<file path="src/rtl/gin_bus_sequencer_if.sv">
// Bundle of the upstream word handshake and the gin_bus control/data lines.
// The master modport is the sequencer; the slave modport is the combined
// upstream source plus gin_bus side.
interface gin_bus_sequencer_if #(
  parameter int BITWIDTH   = 16,
  parameter int TAG_LENGTH = 4
);
  // Upstream valid/ready word source
  logic                  in_valid;
  logic                  in_ready;
  logic [BITWIDTH-1:0]   in_data;
  logic [TAG_LENGTH-1:0] in_tag;

  // gin_bus scan-chain programming ("program" is a reserved word, hence program_en)
  logic                  program_en;
  logic [TAG_LENGTH-1:0] scan_tag_in;

  // gin_bus data path
  logic                  bus_enable;
  logic                  bus_ready;
  logic [TAG_LENGTH-1:0] tag;
  logic [BITWIDTH-1:0]   data_source;

  modport master (
    input  in_valid, in_data, in_tag, bus_ready,
    output in_ready, program_en, scan_tag_in, bus_enable, tag, data_source
  );

  modport slave (
    output in_valid, in_data, in_tag, bus_ready,
    input  in_ready, program_en, scan_tag_in, bus_enable, tag, data_source
  );
endinterface

</file>
<file path="src/rtl/gin_bus_sequencer.sv">
// Sequencer for one gin_bus: shifts the multicast-controller tag IDs from a
// config table into the bus scan chain (last entry first), waits one settle
// cycle, then streams num_packets tagged words from upstream through a
// one-entry registered output stage, and pulses done when the last word has
// been taken by the bus.
module gin_bus_sequencer #(
  parameter  int BITWIDTH        = 16,
  parameter  int TAG_LENGTH      = 4,
  parameter  int NUM_CONTROLLERS = 10,
  parameter  int CNT_WIDTH       = 16,
  localparam int AW              = (NUM_CONTROLLERS > 1) ? $clog2(NUM_CONTROLLERS) : 1
) (
  input  logic                  clk,
  input  logic                  rstb,
  input  logic                  start_i,
  input  logic                  abort_i,
  input  logic [CNT_WIDTH-1:0]  num_packets_i,
  output logic [AW-1:0]         cfg_addr_o,
  input  logic [TAG_LENGTH-1:0] cfg_tag_i,
  output logic                  busy_o,
  output logic                  done_o,
  gin_bus_sequencer_if.master   bus
);

  typedef enum logic [2:0] {
    S_IDLE,
    S_PROGRAM,
    S_SETTLE,
    S_STREAM,
    S_DONE
  } state_t;

  localparam logic [AW-1:0] LAST_IDX = AW'(NUM_CONTROLLERS - 1);

  state_t                state_q,  state_d;
  logic [AW-1:0]         idx_q,    idx_d;
  logic [CNT_WIDTH-1:0]  num_q,    num_d;
  logic [CNT_WIDTH-1:0]  sent_q,   sent_d;
  logic [CNT_WIDTH-1:0]  acc_q,    acc_d;
  logic                  bus_en_q, bus_en_d;
  logic [BITWIDTH-1:0]   data_q,   data_d;
  logic [TAG_LENGTH-1:0] tag_q,    tag_d;

  logic in_ready;
  logic accept;
  logic xfer;

  // Upstream is offered a slot only while streaming, below the word budget,
  // with the output stage free or draining this cycle. Abort also masks it so
  // an upstream word is never handshaken and then silently thrown away.
  assign in_ready = (state_q == S_STREAM) && !abort_i && (acc_q < num_q) &&
                    (!bus_en_q || bus.bus_ready);
  assign accept   = bus.in_valid && in_ready;
  assign xfer     = bus_en_q && bus.bus_ready;

  // Next-state and datapath update logic for the whole sequencer
  always_comb begin
    // NOTE: every variable gets its hold value first so no path through the
    // case statement leaves one unassigned, which would infer a latch.
    state_d  = state_q;
    idx_d    = idx_q;
    num_d    = num_q;
    sent_d   = sent_q;
    acc_d    = acc_q;
    bus_en_d = bus_en_q;
    data_d   = data_q;
    tag_d    = tag_q;

    unique case (state_q)
      S_IDLE: begin
        if (start_i) begin
          state_d = S_PROGRAM;
          idx_d   = LAST_IDX;
          num_d   = num_packets_i;
          sent_d  = '0;
          acc_d   = '0;
        end
      end

      // Table entry N-1 goes in first so entry 0 lands nearest the chain input
      S_PROGRAM: begin
        if (idx_q == '0) begin
          state_d = S_SETTLE;
        end else begin
          idx_d = idx_q - AW'(1);
        end
      end

      S_SETTLE: begin
        state_d = (num_q == '0) ? S_DONE : S_STREAM;
      end

      S_STREAM: begin
        if (accept) begin
          bus_en_d = 1'b1;
          data_d   = bus.in_data;
          tag_d    = bus.in_tag;
          acc_d    = acc_q + CNT_WIDTH'(1);
        end else if (xfer) begin
          bus_en_d = 1'b0;
        end
        if (xfer) begin
          sent_d = sent_q + CNT_WIDTH'(1);
          // num_q is non-zero here, so num_q-1 cannot wrap
          if (sent_q == num_q - CNT_WIDTH'(1)) begin
            state_d  = S_DONE;
            bus_en_d = 1'b0;
          end
        end
      end

      S_DONE: begin
        state_d = S_IDLE;
      end

      default: begin
        state_d = S_IDLE;
      end
    endcase

    // Abort has priority over everything, including a same-cycle start
    if (abort_i) begin
      state_d  = S_IDLE;
      idx_d    = '0;
      num_d    = '0;
      sent_d   = '0;
      acc_d    = '0;
      bus_en_d = 1'b0;
    end
  end

  // State and datapath registers
  always_ff @(posedge clk or negedge rstb) begin
    if (!rstb) begin
      state_q  <= S_IDLE;
      idx_q    <= '0;
      num_q    <= '0;
      sent_q   <= '0;
      acc_q    <= '0;
      bus_en_q <= 1'b0;
      data_q   <= '0;
      tag_q    <= '0;
    end else begin
      // NOTE: non-blocking assignments so every register samples the values
      // from before this edge, independent of statement order.
      state_q  <= state_d;
      idx_q    <= idx_d;
      num_q    <= num_d;
      sent_q   <= sent_d;
      acc_q    <= acc_d;
      bus_en_q <= bus_en_d;
      data_q   <= data_d;
      tag_q    <= tag_d;
    end
  end

  // Scan-chain outputs are only live during PROGRAM
  assign bus.program_en  = (state_q == S_PROGRAM);
  assign cfg_addr_o      = (state_q == S_PROGRAM) ? idx_q : '0;
  assign bus.scan_tag_in = (state_q == S_PROGRAM) ? cfg_tag_i : '0;

  assign bus.in_ready    = in_ready;
  assign bus.bus_enable  = bus_en_q;
  assign bus.tag         = tag_q;
  assign bus.data_source = data_q;

  assign busy_o = (state_q != S_IDLE);
  assign done_o = (state_q == S_DONE);

endmodule

</file>
<file path="src/flat_wrapper.sv">
// flat-port wrapper written by rule: the top's interface ports become plain ports
module gin_bus_sequencer_flat 
#(
  parameter  int BITWIDTH        = 16,
  parameter  int TAG_LENGTH      = 4,
  parameter  int NUM_CONTROLLERS = 10,
  parameter  int CNT_WIDTH       = 16,
  localparam int AW              = (NUM_CONTROLLERS > 1) ? $clog2(NUM_CONTROLLERS) : 1
)
  (clk, rstb, start_i, abort_i, num_packets_i, cfg_addr_o, cfg_tag_i, busy_o, done_o, bus_in_valid, bus_in_data, bus_in_tag, bus_bus_ready, bus_in_ready, bus_program_en, bus_scan_tag_in, bus_bus_enable, bus_tag, bus_data_source);
  gin_bus_sequencer_if #(.BITWIDTH(BITWIDTH), .TAG_LENGTH(TAG_LENGTH)) bus_i ();
  input  logic clk;
  input  logic rstb;
  input  logic start_i;
  input  logic abort_i;
  input  logic [CNT_WIDTH-1:0] num_packets_i;
  output logic [AW-1:0] cfg_addr_o;
  input  logic [TAG_LENGTH-1:0] cfg_tag_i;
  output logic busy_o;
  output logic done_o;
  input wire logic [$bits(bus_i.in_valid)-1:0] bus_in_valid;
  input wire logic [$bits(bus_i.in_data)-1:0] bus_in_data;
  input wire logic [$bits(bus_i.in_tag)-1:0] bus_in_tag;
  input wire logic [$bits(bus_i.bus_ready)-1:0] bus_bus_ready;
  output wire logic [$bits(bus_i.in_ready)-1:0] bus_in_ready;
  output wire logic [$bits(bus_i.program_en)-1:0] bus_program_en;
  output wire logic [$bits(bus_i.scan_tag_in)-1:0] bus_scan_tag_in;
  output wire logic [$bits(bus_i.bus_enable)-1:0] bus_bus_enable;
  output wire logic [$bits(bus_i.tag)-1:0] bus_tag;
  output wire logic [$bits(bus_i.data_source)-1:0] bus_data_source;
  assign bus_i.in_valid = bus_in_valid;
  assign bus_i.in_data = bus_in_data;
  assign bus_i.in_tag = bus_in_tag;
  assign bus_i.bus_ready = bus_bus_ready;
  assign bus_in_ready = bus_i.in_ready;
  assign bus_program_en = bus_i.program_en;
  assign bus_scan_tag_in = bus_i.scan_tag_in;
  assign bus_bus_enable = bus_i.bus_enable;
  assign bus_tag = bus_i.tag;
  assign bus_data_source = bus_i.data_source;
  gin_bus_sequencer #(.BITWIDTH(BITWIDTH), .TAG_LENGTH(TAG_LENGTH), .NUM_CONTROLLERS(NUM_CONTROLLERS), .CNT_WIDTH(CNT_WIDTH)) u_core (.clk(clk), .rstb(rstb), .start_i(start_i), .abort_i(abort_i), .num_packets_i(num_packets_i), .cfg_addr_o(cfg_addr_o), .cfg_tag_i(cfg_tag_i), .busy_o(busy_o), .done_o(done_o), .bus(bus_i));
endmodule
</file>
<file path="config.mk">
export PLATFORM = sky130hd
export DESIGN_NAME = gin_bus_sequencer_flat
export DESIGN_NICKNAME = d
export VERILOG_FILES = /design/src/rtl/gin_bus_sequencer_if.sv /design/src/rtl/gin_bus_sequencer.sv /design/src/flat_wrapper.sv
export SDC_FILE = /design/constraint.sdc
export NUM_CORES = 1
export LEC_CHECK = 0
export ABC_AREA = 0
export ABC_CLOCK_PERIOD_IN_PS = 3200
export CORE_AREA = 2 2 118 120
export DETAILED_ROUTE_END_ITERATION = 8
export DIE_AREA = 0 0 120 122
export PLACE_DENSITY_LB_ADDON = 0.3
export RECOVER_POWER = 50
export SYNTH_ARGS = -nofsm -noshare
export SYNTH_HDL_FRONTEND = slang
export SYNTH_SLANG_ARGS = --single-unit
</file>
<file path="constraint.sdc">
create_clock -name clk -period 3.2 [get_ports clk]
set_input_delay 0.32 -clock clk [delete_from_list [all_inputs] [get_ports clk]]
set_output_delay 0.32 -clock clk [all_outputs]
set_load 0.05 [all_outputs]
</file>
Yosys cells after proc, flatten, opt, wreduce, memory -nomap -nowiden
Cells that the tools add are included.
{"block": "op_classes", "reduce_logical": 23, "add_sub_neg": 4, "order_cmp": 1, "n_eq_ne": 11, "n_mux": 29, "mul": 0, "n_bitwise": 0, "shift": 0, "div": 0}
{"operator": "16-bit 2-to-1 mux", "count": 8}
{"operator": "16-bit case mux with 2 select lines", "count": 2}
{"operator": "16-bit by 1-bit adder with 16-bit output, second input constant", "count": 2}
{"operator": "4-bit 2-to-1 mux", "count": 5}
{"operator": "3-bit 2-to-1 mux", "count": 6}
{"operator": "16-bit == test", "count": 1}
{"operator": "16-bit logical NOT", "count": 1}
{"operator": "16-bit less-than comparator", "count": 1}
{"operator": "16-bit by 1-bit subtractor with 16-bit output, second input constant", "count": 1}
{"operator": "3-bit case mux with 4 select lines", "count": 1}
{"operator": "3-bit by 2-bit inequality test with 1-bit output, second input constant", "count": 3}
{"operator": "3-bit inequality test, second input constant", "count": 3}
{"operator": "3-bit AND reduction", "count": 3}
{"operator": "3-bit nonzero test", "count": 3}
{"operator": "4-bit case mux with 2 select lines", "count": 1}
{"operator": "3-bit by 2-bit == test with 1-bit output, second input constant", "count": 2}
{"operator": "1-bit 2-to-1 mux", "count": 6}
{"operator": "2-bit nonzero test", "count": 3}
{"operator": "1-bit logical AND", "count": 5}
{"operator": "4-bit logical NOT", "count": 1}
{"operator": "2-bit AND reduction", "count": 2}
{"operator": "4-bit AND reduction", "count": 1}
{"operator": "4-bit by 1-bit subtractor with 4-bit output, second input constant", "count": 1}
{"operator": "3-bit by 1-bit == test with 1-bit output, second input constant", "count": 1}
{"operator": "4 further kinds", "count": 5}
{"block": "word_totals", "word_cells": 76, "ff_bits": 76, "mem_bits_ro": 0, "n_memories": 0, "in_bits": 46, "output_inout_bits": 33, "latch_bits": 0, "ramBits": 0}

Longest topological paths before layout
Gate-level depths: netlist (run 1).
{"block": "depth", "word_depth": 10, "depth_mapped": 11, "mapped_depth_nobuf": 9}

Worst setup path after synthesis (run 1)
No wires, ideal clock.
{"block": "synth_timing", "path_kind": "reg-to-reg", "from": "register u_core.num_q[0]", "to": "register u_core.state_q[1]", "setup_ns": 0.111, "t_arrival_ns": 2.808, "period_less_slack_ns": 2.920, "path_slack_ns": 0.280, "t_required_ns": 3.089, "n_path_buf": 1, "stages_incl_launch_ff": 11, "cell_sequence": "dfrtp_1 -> inv_1 -> ha_1 -> or3b_2 -> clkbuf_1 -> or3_4 -> o211ai_2 -> nand4_1 -> a2111oi_4 -> nor2_1 -> a2111oi_2"}
{"block": "synth_via", "elab_chain_cells": 4, "word_cells_on_any_way": 8, "classes_between": "1 x add/sub; 2 x eq/ne; 3 x mux; 2 x reduce/logical"}
{"item": "start, declared", "line_no": "gin_bus_sequencer.sv:37", "source": "logic [CNT_WIDTH-1:0] num_q, num_d;"}
{"item": "start signal, assigned", "line_no": "gin_bus_sequencer.sv:148", "source": "num_q <= num_d;"}
{"item": "16-bit by 1-bit subtractor with 16-bit output or 16-bit logical NOT (tied branches)", "line_no": "gin_bus_sequencer.sv:105, gin_bus_sequencer.sv:90"}
{"item": "16-bit == test or 3-bit 2-to-1 mux (tied branches)", "line_no": "gin_bus_sequencer.sv:105, gin_bus_sequencer.sv:90"}
{"item": "3-bit inequality test (no line) or 3-bit case mux with 4 select lines (tied branches)"}
{"item": "4-bit AND reduction (no line) or 3-bit 2-to-1 mux (tied branches)"}
{"item": "end signal, assigned", "line_no": "gin_bus_sequencer.sv:146", "source": "state_q <= state_d;"}
{"item": "end, declared", "line_no": "gin_bus_sequencer.sv:35", "source": "state_t state_q, state_d;"}
Parallel ways exist; a longest one is shown, timed or not.
A chain may end at the register's enable or synchronous reset.

Final worst setup path (run 1)
Same ends and word-level chain as after synthesis.

==> metrics.txt, run 1 <==
number of synthesized flops with an enable pin 0; IO Port Bufs 78; number of antenna diodes 0; post-layout min period 2.99 ns; endpoint of the worst register-to-register path u_core.state_q[1]; share of synthesized area occupied by flip-flops and latches 0.417; Hold Startpoint u_core.bus.data_source[3]; top flip-flop cell by instance count after synthesis sky130_fd_sc_hd__dfrtp_1; CP max FO 8; Worst Slack Setup Final 0.208 ns; Slew @ Worst Pin 1.92 ns; DRC errors left 0; headroom to the max-slew limit -0.282; Die Span X 120 µm; hold bufs inserted after CTS 0; first-pass GRT wire length 19100 µm; net count of the mapped netlist 550; global router's overall resource usage 0.164; standard-cell rows 43; Hold Slack 0.489 ns; startpoint type of the worst setup path flip-flop; antenna violations before repair 0; final cycle utilization of the critical path 0.935; half-perimeter wire length of the detailed placement result 8330 µm; CTS HTree Levels 3; post-route antenna net violation count 0; final clock skew 0.0111 ns; post-CTS setup-driven buffer insertion count 0; total detailed-routing wirelength 11400 µm; total clock sinks 76; overall power consumption 4040 µW; flip-flop and latch count after synthesis 76; delay of the slowest cell on the worst path 0.57 ns; clock transition at the registers of the reported paths 0.06 ns; worst path required time 3.44 ns; Worst-Skew Late Latency 0.35 ns; unrepaired setup endpoints after global routing false; relative area change from synthesis to final layout 28.5%; share of layout cells above drive strength 1 0.0731; number of top-level design ports 79; clock tree from TritonCTS yes; async set-or-reset flop fraction in the synthesized netlist 1.00; total of endpoints with negative setup slack in the final report 0; maximum ir drop on the vdd rail 0.689 mV; average instance area after synthesis 9.42 µm²; standard cell with the maximum stage delay on the critical path sky130_fd_sc_hd__or3b_2; total gr overflow 0; largest buffer count on any clock path 2; critical path class reg2reg; per-cell via count in the routed design 5.16; endpoint arrival time on the critical path 3.23 ns; kind of path behind the tightest hold check reg2reg; max-slew violation count 77; die height 122 µm; dpl ws 0.250 ns; Num CTS Buffers 9; count of cells along the worst register-to-register path 9; origin of the critical flop-to-flop path u_core.num_q[0]; area of the die 0.0146 mm²; cell area after synthesis 0.00456 mm²; post-synth cell types 58; vias after detailed routing 3821; violated checks capacitance limit, slew limit; setup_tns 0 ns; placeable core region 0.0135 mm²; final design area excluding fillers 0.00586 mm²; post-detailed-placement cell area 0.00552 mm²; GPL Wtd Cong 0.797; outcome complete, but fails checks; total power density per cell area 690 mW/mm²; Max Fclk 334 MHz; average detailed-routed wire length per instance 15.4 µm; number of nets in the layout 622; initial cell density of the core 0.338; Filler Cells Inserted 1308; WHS Endpoint u_core.bus.data_source[3]; depth of the worst hold-timing path 1; max-cap violation count 1; number of design-rule violations left by the first detailed-router iteration 211; number of instances in the synthesized netlist 484; pin count of the biggest net entering global routing 77; ordered cell list for the critical path inv_1 -> ha_1 -> or3b_2 -> or3_4 -> o211ai_2 -> nand4_1 -> a2111oi_4 -> nor2_1 -> a2111oi_2; Leakage 0.00251 µW; number of hold-slack violations in the final timing report 0; yosys warns 0; slack of the worst reg-to-reg path 0.21 ns; kind of capture point of the worst setup path flip-flop; via count of the first global-routing pass 3970; first-pass iteration count of the detailed router 5; root buffer cell sky130_fd_sc_hd__clkbuf_16
[critical path: cells and delay by family, from the launching register on]
kind	cells	cell delay [ns]
AND/OR/NAND/NOR	4	1.24
AO/OA/AOI/OAI	3	0.84
flip-flops	1	0.44
adder cells (fa/ha/maj)	1	0.23
buffers and inverters	1	0.13
[worst max path at each step]
stage | startpoint | to | slack (ns) | depth (start not counted)
6_report | u_core.num_q[0] | u_core.state_q[1] | 0.21 | 9
5_1_grt | u_core.num_q[0] | u_core.state_q[1] | 0.01 | 9
4_1_cts | u_core.num_q[0] | u_core.state_q[1] | 0.24 | 9
3_5_place_dp | u_core.num_q[0] | u_core.state_q[1] | 0.25 | 9
3_3_place_gp | u_core.num_q[0] | u_core.state_q[1] | 0.35 | 9
2_1_floorplan | u_core.num_q[0] | u_core.state_q[1] | 0.28 | 10
[Yosys cell counts (all sizes together), types with 4 or more instances]
library cell | count | area share
and3 | 12 | 0.016
buf | 8 | 0.010
nor3 | 11 | 0.012
ha | 20 | 0.055
mux2 | 20 | 0.049
nand2 | 20 | 0.016
and2 | 12 | 0.016
o21ai | 41 | 0.045
nand2b | 5 | 0.0069
nor2b | 5 | 0.0069
o31ai | 7 | 0.012
clkbuf | 17 | 0.014
or4 | 4 | 0.0074
inv | 25 | 0.021
o211ai | 5 | 0.0093
dfrtp | 76 | 0.42
a21oi | 21 | 0.023
nand3 | 20 | 0.022
xor2 | 22 | 0.042
xnor2 | 12 | 0.023
or3 | 6 | 0.0093
nand3b | 19 | 0.031
nor2 | 44 | 0.036
nand4 | 11 | 0.015
[repair_timing]
item | 4_1_cts | 5_1_grt
resized for setup | 0 | 3
endpoints found under the setup margin | 0 | 1
endpoints found under the hold margin | 0 | 0
[flip-flops by register name, summed over array words and instances, names as in the netlist]
| signal | flops |
|---|---|
| u_core.bus.bus_enable | 1 |
| u_core.bus.tag | 4 |
| u_core.num_q | 16 |
| u_core.bus.data_source | 16 |
| u_core.acc_q | 16 |
| u_core.idx_q | 4 |
| u_core.state_q | 3 |
| u_core.sent_q | 16 |
[cell families after synthesis]
kind of cell,count (synthesis),share of synthesized area
AND/OR/NAND/NOR,188,0.233
multiplexers,21,0.0516
XOR/XNOR,34,0.0653
buffers and inverters,50,0.0450
flip-flops,76,0.417
adder cells (fa/ha/maj),20,0.0549
AO/OA/AOI/OAI,95,0.133
[per-stage QoR]
stage	util	std cells
floorplan	-	484
global placement	0.409	725
detailed placement	0.409	725
CTS	0.433	741
global route	0.434	741
finish	0.434	741
[final cells by class]
cell class              instances  area, µm²  share of cell area
multi-input cells             358       2470               0.422
flip-flops and latches         76       1900               0.325
repair buffers                 86        846               0.144
clock buffers                   9        225              0.0384
well taps                     180        225              0.0384
clock inverters                 7       97.6              0.0167
inverters                      25       93.8              0.0160
[report_power, final]
part           leakage [µW]  switching (µW)  internal (µW)
Clock              0.000152             432            687
Sequential          0.00102             166           1130
Combinational       0.00134            1040            581
Total               0.00251            1640           2400
[cell usage in the layout, fill, tap and decap left out, types with 5 or more instances in the layout]
master	n
sky130_fd_sc_hd__dfrtp_1	76
sky130_fd_sc_hd__clkdlybuf4s50_1	61
sky130_fd_sc_hd__nor2_1	44
sky130_fd_sc_hd__o21ai_0	33
sky130_fd_sc_hd__inv_1	25
sky130_fd_sc_hd__xor2_1	22
sky130_fd_sc_hd__a21oi_1	21
sky130_fd_sc_hd__nand2_1	20
sky130_fd_sc_hd__nand3_1	20
sky130_fd_sc_hd__mux2_1	20
sky130_fd_sc_hd__ha_1	20
sky130_fd_sc_hd__nand3b_1	19
sky130_fd_sc_hd__dlygate4sd3_1	15
sky130_fd_sc_hd__and2_1	12
sky130_fd_sc_hd__xnor2_1	12
sky130_fd_sc_hd__and3_1	12
sky130_fd_sc_hd__nor3_1	11
sky130_fd_sc_hd__nand4_1	11
sky130_fd_sc_hd__clkbuf_16	9
sky130_fd_sc_hd__o21ai_1	8
sky130_fd_sc_hd__buf_4	8
sky130_fd_sc_hd__o31ai_1	7
sky130_fd_sc_hd__nand2b_1	5
sky130_fd_sc_hd__nor2b_1	5
sky130_fd_sc_hd__or3_1	5
[layer usage]
metal	vias to the layer above	share of wire	GRT usage
met3	11	0.048	0.0482
met4	0	0.0095	0.0441
met2	88	0.49	0.278
met1	1859	0.46	0.204
li1	1863	-	-
met5	-	0	0
Power figures use the tool's default switching activity.
==> run 2, diff against run 1 <==
--- a/config.mk
+++ b/config.mk
@@ -12,6 +12,8 @@
 export DIE_AREA = 0 0 120 122
 export PLACE_DENSITY_LB_ADDON = 0.3
 export RECOVER_POWER = 50
+export REMOVE_ABC_BUFFERS = 1
+export SKIP_CTS_REPAIR_TIMING = 1
 export SYNTH_ARGS = -nofsm -noshare
 export SYNTH_HDL_FRONTEND = slang
 export SYNTH_SLANG_ARGS = --single-unit
==> run 2 against run 1 <==
The run still ends with capacitance limit, slew limit left. Sequential power is essentially flat. Clock power fell by 16%. Core utilization fell by 0.44 points. Critical path type unchanged. Critical endpoint unchanged.
==> metrics.txt, run 2 (synthesized netlist as in run 1, its figures left out) <==
outcome complete, but fails checks; violated checks capacitance limit, slew limit; most common cell after layout, fill and taps aside sky130_fd_sc_hd__dfrtp_1; average detailed-routed wire length per instance 14.9 µm; met2 Usage GRT 0.261; ordered cell list for the critical path inv_1 -> ha_1 -> or3b_2 -> or3_4 -> o211ai_2 -> nand4_1 -> a2111oi_4 -> nor2_1 -> a2111oi_2; Worst Slack Setup Final 0.253 ns; placeable core region 0.0135 mm²; area of the die 0.0146 mm²; initial cell density of the core 0.338; total detailed-routing wirelength 11000 µm; standard cell with the maximum stage delay on the critical path sky130_fd_sc_hd__or3b_2; met3 capacity usage during global routing 0.0557; startpoint type of the worst setup path flip-flop; number of nets in the layout 623; die height 122 µm; overall power consumption 3860 µW; DRC errors left 0; number of top-level design ports 79; most heavily used metal layer in global routing met2; share of layout cells above drive strength 1 0.0677; critical path class reg2reg; post-route antenna net violation count 0; final standard cell utilization of the core 0.430; total power density per cell area 665 mW/mm²; setup_tns 0 ns; per-cell via count in the routed design 5.18; Num CTS Buffers 9; max-cap violation count 1; root buffer cell sky130_fd_sc_hd__clkbuf_16; number of antenna diodes 0; Worst-Skew Late Latency 0.34 ns; delay of the slowest cell on the worst path 0.58 ns; number of hold-slack violations in the final timing report 0; slack of the worst reg-to-reg path 0.25 ns; IO Port Bufs 78; kind of capture point of the worst setup path flip-flop; worst path required time 3.43 ns; clock tree from TritonCTS yes; vias after detailed routing 3837; post-layout min period 2.95 ns; kind of path behind the tightest hold check reg2reg; total of endpoints with negative setup slack in the final report 0; first-pass GRT wire length 18500 µm; antenna violations before repair 0; final cycle utilization of the critical path 0.921; Leakage 0.00249 µW; pin count of the biggest net entering global routing 77; largest buffer count on any clock path 2; clock transition at the registers of the reported paths 0.06 ns; CP max FO 8; global router's overall resource usage 0.160; standard-cell rows 43; Die Span X 120 µm; final clock skew 0.00885 ns; GPL Wtd Cong 0.877; half-perimeter wire length of the detailed placement result 8140 µm; CTS HTree Levels 3; endpoint arrival time on the critical path 3.18 ns; highest-count cells in the layout ignoring fill and taps sky130_fd_sc_hd__dfrtp_1, sky130_fd_sc_hd__clkdlybuf4s50_1, sky130_fd_sc_hd__nor2_1; unrepaired setup endpoints after global routing false; total gr overflow 0; dpl ws 0.257 ns; headroom to the max-slew limit -0.284; relative area change from synthesis to final layout 27.3%; met1 usage 0.202; max-slew violation count 77; Max Fclk 339 MHz; number of design-rule violations left by the first detailed-router iteration 175; via count of the first global-routing pass 3775; Slew @ Worst Pin 1.93 ns; total clock sinks 76; maximum ir drop on the vdd rail 0.489 mV; first-pass iteration count of the detailed router 4
[run 2: changes by cell type in the layout (fill, tap and decap cells not counted), moves of 2 or more]
cell                        before  now
sky130_fd_sc_hd__bufinv_16       2    0
sky130_fd_sc_hd__inv_6           2    0
sky130_fd_sc_hd__nor4b_1         0    2
sky130_fd_sc_hd__nor4b_2         3    1
[run 2: power by group]
group | switching, µW | internal [µW] | total [µW]
Sequential | 161 | 1130 | 1290
Clock | 404 | 541 | 944
Combinational | 1030 | 587 | 1620
Total | 1600 | 2260 | 3860
[run 2: cell type report]
cell class,count,area (µm²)
timing repair buffer,87,853
tap,180,225
sequential,76,1900
multi-input combinational,358,2460
inverter,25,93.8
fill,1294,7700
clock buffer,11,243
clock inverter,4,26.3
[run 2: critical path: cells and delay by family (launching register included)]
| kind | cells | cell delay, ns |
|---|---|---|
| compound gates | 3 | 0.79 |
| fa+ha+maj | 1 | 0.22 |
| buf+inv | 1 | 0.13 |
| flops | 1 | 0.43 |
| simple gates | 4 | 1.25 |
[run 2: final timing paths]
kind,from,endpoint,cells past startpoint
worst max register to register,u_core.num_q[0],u_core.state_q[1],9
worst min register to register,u_core.bus.data_source[5],u_core.bus.data_source[5],1
worst min-delay path,u_core.bus.data_source[5],u_core.bus.data_source[5],1
min in group asynchronous,rstb,u_core.bus.data_source[11],1
worst max-delay path,u_core.num_q[0],u_core.state_q[1],9
max in group asynchronous,rstb,u_core.sent_q[10],1
[run 2: metal layers]
layer / part of all wire / routed length, µm
met4: 0.015 / 164
met2: 0.48 / 5320
met3: 0.054 / 593
met1: 0.45 / 4950
met5: 0 / 0
[run 2: per-stage QoR]
| stage | hold WS (ns) | std cells | area (µm²) |
|---|---|---|---|
| after floorplan | 0.0244 | 459 | 4450 |
| after global placement | 0.473 | 726 | 5530 |
| after detailed placement | 0.481 | 726 | 5530 |
| after CTS | 0.179 | 741 | 5800 |
| after global routing | 0.494 | 741 | 5800 |
| final | 0.485 | 741 | 5800 |
==> run 3, diff against run 2 <==
--- a/config.mk
+++ b/config.mk
@@ -10,6 +10,7 @@
 export CORE_AREA = 2 2 118 120
 export DETAILED_ROUTE_END_ITERATION = 8
 export DIE_AREA = 0 0 120 122
+export MAX_ROUTING_LAYER = met4
 export PLACE_DENSITY_LB_ADDON = 0.3
 export RECOVER_POWER = 50
 export REMOVE_ABC_BUFFERS = 1
==> run 3 against run 2 <==
The run still ends with capacitance limit, slew limit left. Clock skew shrank 0.00059 ns. Global-route usage rose by 0.45 points. First-iteration DRC count shrank 2.9%. Sequential share of layout area unchanged. Critical path depth is the same.
==> metrics.txt, run 3 (synthesized netlist as in run 1, its figures left out) <==
number of top-level design ports 79; GPL Wtd Cong 0.892; logic depth of the worst setup path including buffers 9; die height 122 µm; total of endpoints with negative setup slack in the final report 0; outcome complete, but fails checks; highest-count cells in the layout ignoring fill and taps sky130_fd_sc_hd__dfrtp_1, sky130_fd_sc_hd__clkdlybuf4s50_1, sky130_fd_sc_hd__nor2_1; maximum ir drop on the vdd rail 0.480 mV; total gr overflow 0; Worst-Skew Late Latency 0.34 ns; endpoint arrival time on the critical path 3.18 ns; setup_tns 0 ns; most common cell after layout, fill and taps aside sky130_fd_sc_hd__dfrtp_1; pin count of the biggest net entering global routing 77; CTS HTree Levels 3; max-slew violation count 77; kind of cell adding the most delay to the critical path simple AND/OR/NAND/NOR gates; worst path required time 3.43 ns; Max Fclk 339 MHz; number of hold-slack violations in the final timing report 0; clock transition at the registers of the reported paths 0.06 ns; endpoint of the worst register-to-register path u_core.state_q[1]; number of design-rule violations left by the first detailed-router iteration 170; Leakage 0.00249 µW; buffers and inverters on the worst path 1; final cycle utilization of the critical path 0.921; unrepaired setup endpoints after global routing false; kind of path behind the tightest hold check reg2reg; initial cell density of the core 0.338; placeable core region 0.0135 mm²; share of layout cells above drive strength 1 0.0677; total power density per cell area 664 mW/mm²; first-pass GRT wire length 18500 µm; first-pass iteration count of the detailed router 4; count of cells along the worst register-to-register path 9; area of the die 0.0146 mm²; relative area change from synthesis to final layout 27.3%; WHS Endpoint u_core.bus.data_source[4]; startpoint type of the worst setup path flip-flop; post-route antenna net violation count 0; per-cell via count in the routed design 5.18; ordered cell list for the critical path inv_1 -> ha_1 -> or3b_2 -> or3_4 -> o211ai_2 -> nand4_1 -> a2111oi_4 -> nor2_1 -> a2111oi_2; antenna violations before repair 0; Slew @ Worst Pin 1.89 ns; Worst Slack Setup Final 0.253 ns; IO Port Bufs 78; dpl ws 0.257 ns; count of non-filler cells in the finished layout 741; post-layout min period 2.95 ns; CP max FO 8; delay of the slowest cell on the worst path 0.58 ns; vias after detailed routing 3839; slack of the worst reg-to-reg path 0.25 ns; global router's overall resource usage 0.165; Die Span X 120 µm; half-perimeter wire length of the detailed placement result 8140 µm; DRC errors left 0; final clock skew 0.00826 ns; violated checks capacitance limit, slew limit; total clock sinks 76; number of instances in the placed design 726; root buffer cell sky130_fd_sc_hd__clkbuf_16; origin of the critical flop-to-flop path u_core.num_q[0]; average detailed-routed wire length per instance 14.9 µm; overall power consumption 3850 µW; standard cell with the maximum stage delay on the critical path sky130_fd_sc_hd__or3b_2; number of nets in the layout 623; final standard cell utilization of the core 0.430; via count of the first global-routing pass 3777; headroom to the max-slew limit -0.260; number of antenna diodes 0; total detailed-routing wirelength 11000 µm; critical path class reg2reg; clock tree from TritonCTS yes; max-cap violation count 1; Num CTS Buffers 9; standard-cell rows 43; Hold Startpoint u_core.bus.data_source[4]; largest buffer count on any clock path 2; kind of capture point of the worst setup path flip-flop; depth of the worst hold-timing path 1
-- run 3: routing by layer --
| metal | vias up | track usage | part of all wire |
|---|---|---|---|
| li1 | 1873 | - | - |
| met1 | 1869 | 0.207 | 0.46 |
| met2 | 89 | 0.260 | 0.49 |
| met3 | 8 | 0.0478 | 0.040 |
| met4 | 0 | 0.0463 | 0.0055 |
| met5 | - | - | 0 |
-- run 3: area by class of cell --
cell class	count	area (µm²)
Fill cell	1294	7700
Multi-Input combinational cell	358	2460
Sequential cell	76	1900
Timing Repair Buffer	87	853
Clock buffer	11	243
Tap cell	180	225
Inverter	25	93.8
Clock inverter	4	26.3
-- run 3: metrics by stage --
| step | hold WS (ns) | area, µm² |
|---|---|---|
| detailed placement | 0.481 | 5530 |
| floorplan | 0.0244 | 4450 |
| global route | 0.494 | 5800 |
| finish | 0.485 | 5800 |
| global placement | 0.473 | 5530 |
| CTS | 0.179 | 5800 |
-- run 3: power breakdown --
| group | total [µW] | switching (µW) | internal, µW |
|---|---|---|---|
| Sequential | 1290 | 162 | 1130 |
| Clock | 936 | 396 | 540 |
| Combinational | 1620 | 1040 | 587 |
-- run 3: worst max-delay path by stage --
stage / start / to / slack [ns]
2_1_floorplan: u_core.num_q[5] / u_core.acc_q[14] / -0.88
3_3_place_gp: u_core.num_q[0] / u_core.state_q[1] / 0.36
3_5_place_dp: u_core.num_q[0] / u_core.state_q[1] / 0.26
4_1_cts: u_core.num_q[0] / u_core.state_q[1] / 0.25
5_1_grt: u_core.num_q[0] / u_core.state_q[1] / 0.002
6_report: u_core.num_q[0] / u_core.state_q[1] / 0.25
==> variant 1: new RTL, flow settings as in run 1 <==
`NUM_CONTROLLERS` is set to 10 in 2 places; all go to 12.
--- a/src/rtl/gin_bus_sequencer.sv
+++ b/src/rtl/gin_bus_sequencer.sv
@@ -8,3 +8,3 @@
   parameter  int TAG_LENGTH      = 4,
-  parameter  int NUM_CONTROLLERS = 10,
+  parameter  int NUM_CONTROLLERS = 12,
   parameter  int CNT_WIDTH       = 16,
--- a/src/flat_wrapper.sv
+++ b/src/flat_wrapper.sv
@@ -5,3 +5,3 @@
   parameter  int TAG_LENGTH      = 4,
-  parameter  int NUM_CONTROLLERS = 10,
+  parameter  int NUM_CONTROLLERS = 12,
   parameter  int CNT_WIDTH       = 16,
Function: changed (Yosys sat finds a counterexample within 4 cycles, from zero or initial values and one cycle with rstb low).
==> variant 1 against run 1 <==
- the run still ends with max-capacitance violations, max-slew violations left
- first-iteration DRC count up 12%
- critical path depth shrank 5
- area after synthesis up 0.69%
- die area is the same
- design area is 0.30% higher
- power fell by 8.5%
- sequential cell count stayed put
- synthesized cell count stayed put
- worst setup slack better by 110 ps
- non-clock buffer count shrank 3
- highest routed layer unchanged
- routed wire length rose by 1.9%
==> variant 1: results (changes against run 1) <==
| Metric | Value |
|---|---|
| Vias in the first global route | `3874 (was 3970)` |
| Placer Congestion | `0.881 (was 0.797)` |
| Drt first-iter violations | `236 (was 211)` |
| Ranking of synthesized cells by area | `dfrtp_1, ha_1, mux2_2 (was dfrtp_1, ha_1, mux2_1)` |
| Seq/Total Area, Yosys | `0.414 (was 0.417)` |
| First-pass GRT wire length | `19500 µm (was 19100 µm)` |
| Dpl ws | `417 ps (was 250 ps)` |
| Synth top cells by count | `dfrtp_1, nor2_1, nand2_1, o21ai_0, inv_1 (was dfrtp_1, nor2_1, o21ai_0)` |
| CP arrival | `2560 ps (was 3230 ps)` |
| Detailed-placement wirelength estimate | `8450 µm (was 8330 µm)` |
| Combinational cell power | `0.00136 W (was 0.00162 W)` |
| Worst-margin pin slew | `1920 ps (about the same)` |
| Post-synthesis compound-gate area fraction | `0.117 (was 0.133)` |
| DP Cell Count | `727 (was 725)` |
| Yosys cell types | `60 (was 58)` |
| Post-Route Skew | `8.39 ps (was 11.1 ps)` |
| Total GRT Usage | `0.169 (was 0.164)` |
| Min Tclk post-route | `2880 ps (was 2990 ps)` |
| Reg2reg start | `u_core.num_q[2] (was u_core.num_q[0])` |
| Post-synthesis adder-cell area fraction | `0.0545 (was 0.0549)` |
| Slew Viols, Final | `77 (unchanged)` |
| Worst R2R Path Depth | `10 (was 9)` |
| Worst-path fanout max | `11 (was 8)` |
| Synth Area in XOR/XNOR | `0.0706 (was 0.0653)` |
| Clock power share | `0.297 (was 0.277)` |
| Worst R2R End | `u_core.acc_q[4] (was u_core.state_q[1])` |
| Wire per inst | `15.6 µm (was 15.4 µm)` |
| Longest Clk Path Bufs | `2 (unchanged)` |
| Violated checks | `max-capacitance violations, max-slew violations (unchanged)` |
| Mean Syn Cell Area | `9.48 µm² (was 9.42 µm²)` |
| Layout cell share with drive strength beyond 1 | `0.105 (was 0.0731)` |
| Vias per cell | `5.20 (was 5.16)` |
| Status | `finished with violations (unchanged)` |
| Critical Path Sink | `cfg_addr_o[3] (was u_core.state_q[1])` |
| Hold depth | `1 (unchanged)` |
| Leak Pwr | `2.50 nW (was 2.51 nW)` |
| Hold Path Sink | `u_core.bus.tag[0] (was u_core.bus.data_source[3])` |
| Worst Hold Launch | `u_core.bus.tag[0] (was u_core.bus.data_source[3])` |
| CTS Root Cell | `clkbuf_16 (unchanged)` |
| Detailed-route wire length | `11600 µm (was 11400 µm)` |
| NetSw | `0.00139 W (was 0.00164 W)` |
| Multiplexer share of the synthesized area | `0.0559 (was 0.0516)` |
| Flop-to-flop setup slack | `380 ps (was 210 ps)` |
| # fillers | `1283 (was 1308)` |
| Worst IR Drop VDD | `0.000431 V (was 0.000689 V)` |
| Crit path from | `u_core.state_q[0] (was u_core.num_q[0])` |
| Max_cap viols | `1 (unchanged)` |
## variant 1: changes by cell type after synthesis, moves of 6 or more
cell,run 1,this run
xnor2_1,12,22
nand2_1,20,32
o21ai_1,8,2
xor2_1,22,15
mux2_1,20,0
o31ai_1,7,0
and3_1,12,3
mux2_2,0,21
## variant 1: layout make-up
type	count	area (µm²)	area share
Multi-Input combinational cell	362	2520	0.428
Sequential cell	76	1900	0.324
Timing Repair Buffer	83	820	0.139
Clock buffer	11	243	0.0413
Tap cell	180	225	0.0383
Inverter	26	97.6	0.0166
Clock inverter	5	75.1	0.0128
## variant 1: worst max-delay path, cell delays in order, from the launching register on
cell	delay, ps
dfrtp_1	500
inv_1	190
nor3_2	460
and2_1	250
clkdlybuf4s50_1	820
## variant 1: cells by family (layout without fill, tap and decap cells)
group,after synthesis,count (layout)
AOI/OAI and AO/OA,84,84
xor gates and xnor gates,37,37
adders and majority gates,20,20
buffers and inverters,46,125
DFF,76,76
muxes,23,23
and+or+nand+nor,198,198
## variant 1: per-layer routing
layer	track usage	vias up	share of wire
li1	-	1877	-
met1	0.212	1825	0.45
met2	0.267	137	0.44
met3	0.0548	23	0.085
met4	0.0721	0	0.026
met5	0	-	0
## variant 1: through the flow
| stage | hold WS, ps | util | instance area, µm² | total power (W) |
|---|---|---|---|---|
| after global routing | 507 | 0.435 | 5880 | 0.00388 |
| final | 501 | 0.435 | 5880 | 0.00370 |
| after global placement | 488 | 0.412 | 5570 | 0.00262 |
| after floorplan | 24.4 | - | 4590 | 0.00216 |
| after detailed placement | 493 | 0.412 | 5570 | 0.00264 |
| after CTS | 193 | 0.436 | 5880 | 0.00376 |
==> variant 2: new RTL, settings of run 1 <==
Made on the original files. The 5 states of `state_t` get a one-hot encoding in 5 bits.
--- a/src/rtl/gin_bus_sequencer.sv
+++ b/src/rtl/gin_bus_sequencer.sv
@@ -24,8 +24,8 @@
 
-  typedef enum logic [2:0] {
-    S_IDLE,
-    S_PROGRAM,
-    S_SETTLE,
-    S_STREAM,
-    S_DONE
+  typedef enum logic [4:0] {
+    S_IDLE    = 5'b00001,
+    S_PROGRAM = 5'b00010,
+    S_SETTLE  = 5'b00100,
+    S_STREAM  = 5'b01000,
+    S_DONE    = 5'b10000
   } state_t;
Function: same outputs for any inputs over 10 cycles, from zero or initial values and one cycle with rstb low; not proved beyond that.
==> variant 2 against run 1 <==
- worst setup slack lost 67 ps
- critical path depth shrank 5
- the run still ends with max-capacitance violations, max-slew violations left
- clock skew decreased by 1.5 ps
- area after synthesis increased by 1.6%
- routed wire length increased by 6.5%
- maximum frequency is 2.2% lower
- die area unchanged
- sequential cell count increased by 2
- design area grew 1.6%
Power is not compared: it rests on default switching activity, and its combinational part moved more than twofold at a synthesized area within 25%.
==> variant 2: results (changes against run 1) <==
| Metric | Value |
|---|---|
| CP arrival | `2740 ps (was 3230 ps)` |
| Layout cell share with drive strength beyond 1 | `0.118 (was 0.0731)` |
| WHS | `502 ps (was 489 ps)` |
| M1 wire length | `5310 µm (was 5190 µm)` |
| M2 GR Usage | `0.284 (was 0.278)` |
| Synth top cells by count | `dfrtp_1, nand2_1, nor2_1 (was dfrtp_1, nor2_1, o21ai_0)` |
| Yosys cell types | `61 (was 58)` |
| Slew Viols, Final | `79 (was 77)` |
| M1 GR Usage | `0.224 (was 0.204)` |
| WL met3 | `495 µm (was 552 µm)` |
| Mean Syn Cell Area | `9.17 µm² (was 9.42 µm²)` |
| Violated checks | `max-capacitance violations, max-slew violations (unchanged)` |
| Final non-filler cell total | `767 (was 741)` |
| Vias | `4085 (was 3821)` |
| Wire per inst | `15.8 µm (was 15.4 µm)` |
| CP top delay family | `buffers and inverters (was simple AND/OR/NAND/NOR gates)` |
| Placer Congestion | `0.854 (was 0.797)` |
| Reg2reg start | `u_core.state_q[3] (was u_core.num_q[0])` |
| Hold Path Sink | `u_core.bus.data_source[9] (was u_core.bus.data_source[3])` |
| Max_cap viols | `1 (unchanged)` |
| Crit-path slowest cell | `clkdlybuf4s50_1 (was or3b_2)` |
| DP Cell Count | `751 (was 725)` |
| Largest net degree at the start of global routing | `79 (was 77)` |
| Worst Hold Launch | `u_core.bus.data_source[9] (was u_core.bus.data_source[3])` |
| Synth Net Count | `570 (was 550)` |
| Total GRT Usage | `0.175 (was 0.164)` |
| Seq/Total Area, Yosys | `0.422 (was 0.417)` |
| Vias in the first global route | `4046 (was 3970)` |
| Status | `finished with violations (unchanged)` |
==> variant 2: changes by cell type in the layout (fill, tap and decap cells not counted), sizes merged, moves of 4 or more <==
cell and change:
or4 +9, nand3b -17, and3 -6, nand2 +34, o31a +6, buf +4
a21oi +13, and2 -6, clkdlybuf4s50 -6, dlymetal6s2s +6, a21o +5, inv +5
o21ai -21
==> variant 2: cell families after synthesis <==
family | Yosys count | synth area share
simple gates | 194 | 0.219
compound gates | 108 | 0.152
flops | 78 | 0.422
buf+inv | 55 | 0.0489
xor+xnor | 31 | 0.0586
mux | 20 | 0.0486
fa+ha+maj | 19 | 0.0513
==> variant 2: cell type report <==
| cell class | instances | area (µm²) |
|---|---|---|
| Fill cell | 1283 | 7550 |
| Multi-Input combinational cell | 372 | 2470 |
| Sequential cell | 78 | 1950 |
| Timing Repair Buffer | 90 | 891 |
| Clock buffer | 10 | 229 |
| Tap cell | 180 | 225 |
| Inverter | 31 | 116 |
| Clock inverter | 6 | 70.1 |
